<file path="src/rtl/mcyc_counter.sv">
// T-state / M-cycle counter: loads M1T1 on start, advances while running and
// holds at the terminal M-cycle/T-state.
module mcyc_counter #(
  parameter int unsigned NumMcyc = 6,
  parameter int unsigned Tpm     = 4,
  parameter int unsigned Iw      = $clog2(NumMcyc + 1)
) (
  input  logic          clk_i,
  input  logic          nreset_i,
  input  logic          load_i,
  input  logic          adv_i,
  output logic [Iw-1:0] mcyc_o,
  output logic [3:0]    tcyc_o,
  output logic          last_o
);

  localparam logic [Iw-1:0] LastM = Iw'(NumMcyc);
  localparam logic [3:0]    LastT = 4'(Tpm);

  logic [Iw-1:0] mcyc_q, mcyc_d;
  logic [3:0]    tcyc_q, tcyc_d;

  assign last_o = (mcyc_q == LastM) && (tcyc_q == LastT);
  assign mcyc_o = mcyc_q;
  assign tcyc_o = tcyc_q;

  // Next count: load wins, otherwise step T and wrap into the next M-cycle.
  always_comb begin
    mcyc_d = mcyc_q;
    tcyc_d = tcyc_q;
    if (load_i) begin
      mcyc_d = Iw'(1);
      tcyc_d = 4'd1;
    end else if (adv_i && !last_o) begin
      if (tcyc_q == LastT) begin
        tcyc_d = 4'd1;
        mcyc_d = mcyc_q + Iw'(1);
      end else begin
        tcyc_d = tcyc_q + 4'd1;
      end
    end
  end

  // Counter state.
  always_ff @(posedge clk_i or negedge nreset_i) begin
    if (!nreset_i) begin
      mcyc_q <= '0;
      tcyc_q <= '0;
    end else begin
      mcyc_q <= mcyc_d;
      tcyc_q <= tcyc_d;
    end
  end

endmodule

</file>
<file path="config.mk">
export PLATFORM = sky130hd
export DESIGN_NAME = mcyc_counter
export DESIGN_NICKNAME = d
export VERILOG_FILES = /design/src/rtl/mcyc_counter.sv
export SDC_FILE = /design/constraint.sdc
export NUM_CORES = 1
export LEC_CHECK = 0
export ABC_AREA = 1
export CAP_MARGIN = 20
export CORE_AREA = 3 3 40 42
export CTS_CLUSTER_DIAMETER = 200
export DETAILED_ROUTE_END_ITERATION = 10
export DIE_AREA = 0 0 43 45
export DONT_BUFFER_PORTS = 1
export PLACE_DENSITY_LB_ADDON = 0.15
export SETUP_SLACK_MARGIN = 0.3
export SLEW_MARGIN = 25
export SYNTH_ARGS = -nofsm -noshare
export SYNTH_HDL_FRONTEND = slang
export SYNTH_SLANG_ARGS = --single-unit
</file>
<file path="constraint.sdc">
create_clock -name clk_i -period 2.5 [get_ports clk_i]
set_input_delay 0.5 -clock clk_i [delete_from_list [all_inputs] [get_ports clk_i]]
set_output_delay 0.5 -clock clk_i [all_outputs]
set_load 0.005 [all_outputs]
</file>
==> out/qor.csv <==
metric,value,unit
status,"complete, no violations",
ys_types,16,
required,2000,ps
holdCritPathClass,in2reg,
synthCells,58,
clk_path_buf_depth,2,
ys_ff_latch,7,
vias,366,
drc,0,
drt-total-wl,842,um
start_kind,flip-flop,
drt-wirelength-per-cell,10.79,um
routed.top_layer,met4,
cp-end-kind,output port,
drtPass1Iterations,1,
holdWs,430.9,ps
antenna_found_initial,0,
avgSynthCellArea,8.219,sq um
via_per_inst,4.692,
relSlewSlack,79.58,%
place_congestion,0.6845,
die-area,1935,sq um
cts.sinks,7,
syn-num-nets,66,
rsz0062_at_grt,no,
layout_commonest_cell,nand2_1,
rows,13,
hold_violations,0,
synth_top_area_share,36.75,%
post_cts_buffers,0,
crit_type,reg2out,
cp_max_fo,5,
net-switching-power,85.83,uW
yosysWarnings,0,
arrival,1310,ps
syn_to_final_growth,11.55,%
layout_min_cycle_time,1809,ps
setup_viol,0,
dr_wl_met2,403,um
die_w,43,um
routedLengthMet1,387,um
track_usage,10.34,%
ios,12,
synth.area.top_cells,"dfrtp_1 37%, nand2_1 11%, ha_1 10%",
cts.repair.resized,0,
h-tree-depth,1,
p_int,211.0,uW
max_slew.worst_pin.slew,305.3,ps
core_area,1285,sq um
grt_max_degree,9,
yosys.area.top_type,dfrtp_1,
clkTransAtPathRegs,50,ps
drt_first_iter_violations,0,
cts_buffers,3,
comb_power_share,19.1,%
max_freq,552.8,MHz
final_net_count,72,
antenna_left,0,
layout-drive-gt1-share,19.05,%
grt_pass1_vias,346,
p_leak,0.0002830,uW
dp_hpwl,698.6,um
wl_met3,41,um
maxSlewViolCount,0,
seq_area_frac_synth,36.75,%
p_clk_share,32.4,%
grt_pass1_wl,1414,um
cts_tree,built,
ir_drop,0.2573,mV
layout_common_cells,"14 x nand2_1, 8 x inv_1, 8 x nand3_1",
syn-cell-area,476.7,sq um
period_share,72.35,%
setup_tns,0,ps
grt-ovfl-total,0,
start_util,37.10,%
ctsHoldBuffers,1,
power_density,558.2,nW/um^2
io_buffers,0,
antenna_cells,0,
finClkSkew,0.9978,ps
cts_root_buf,clkbuf_4,
power_switching_share,28.92,%
fill_cells,137,
clk_latency,240,ps
max-cap-violations,0,
power_frac_seq,48.6,%
die_h,45,um
==> cell families after synthesis <==
| logic type | Yosys count | share of synthesized area (%) |
|---|---|---|
| buffers and inverters | 9 | 9.975 |
| AOI/OAI and AO/OA | 7 | 9.975 |
| xor gates and xnor gates | 1 | 1.838 |
| DFF | 7 | 36.75 |
| adders and majority gates | 4 | 10.50 |
| and+or+nand+nor | 30 | 30.97 |
==> cell usage after synthesis <==
library cell,instances
nand2_1,14
inv_1,8
nand3_1,8
dfrtp_1,7
ha_1,4
o21ai_2,3
nand2_2,2
nand2_4,2
nor2_1,2
o21ai_1,2
a21oi_1,1
a31oi_1,1
bufinv_8,1
nand4_1,1
nor2_2,1
xor2_1,1
==> layer usage <==
metal,global-route usage [%],up-vias
met5,0,-
met4,10.84,0
li1,-,201
met3,1.992,2
met1,11.63,157
met2,15.87,6
==> power groups by stage <==
stage | combinational (uW) | sequential, uW | clock [uW]
after floorplan | 47.1 | 142 | 0
after global placement | 54.9 | 147 | 0
after detailed placement | 54.1 | 146 | 0
after CTS | 57.7 | 144 | 104
after global routing | 65.9 | 146 | 105
final | 56.6 | 144 | 96.1
==> worst max-delay path: stages (launching register included) <==
cell,delay (ps)
dfrtp_1,420
inv_1,110
ha_1,180
nand2_2,60
nor2_2,110
nand2_2,90
inv_1,80
==> state kept, by name, summed over array words and instances (netlist names) <==
register,count
mcyc_o,3
tcyc_o,4
==> cell type report <==
| type | instances | area [sq um] | share of cell area [%] |
|---|---|---|---|
| Clock buffer | 4 | 26.28 | 4.941 |
| Timing Repair Buffer | 1 | 10.01 | 1.882 |
| Sequential cell | 7 | 175.2 | 32.94 |
| Tap cell | 15 | 18.77 | 3.529 |
| Multi-Input combinational cell | 42 | 254.0 | 47.76 |
| Inverter | 9 | 47.55 | 8.941 |
==> worst paths after layout <==
check	startpoint	to	slack, ps	cells past startpoint
worst max-delay path	tcyc_o[0]$_DFFE_PN0P_	last_o	690	6
worst min-delay path	adv_i	tcyc_o[1]$_DFFE_PN0P_	430	2
worst max register to register	tcyc_o[0]$_DFFE_PN0P_	tcyc_o[0]$_DFFE_PN0P_	1110	9
worst min register to register	mcyc_o[1]$_DFFE_PN0P_	mcyc_o[1]$_DFFE_PN0P_	580	2
max in group asynchronous	nreset_i	tcyc_o[2]$_DFFE_PN0P_	1690	1
min in group asynchronous	nreset_i	mcyc_o[0]$_DFFE_PN0P_	580	1
==> stage by stage <==
stage	instances	setup slack (ps)	instance area, sq um	total power (uW)	util [%]
2_1_floorplan	58	1014	476.7	188.6	-
3_3_place_gp	73	948.3	495.5	201.4	38.56
3_5_place_dp	73	932.1	495.5	200.3	38.56
4_1_cts	78	658.0	531.8	305.7	41.38
5_1_grt	78	588.5	531.8	317.2	41.38
6_report	78	691.2	531.8	296.8	41.38
(Power assumes the default switching activity.)
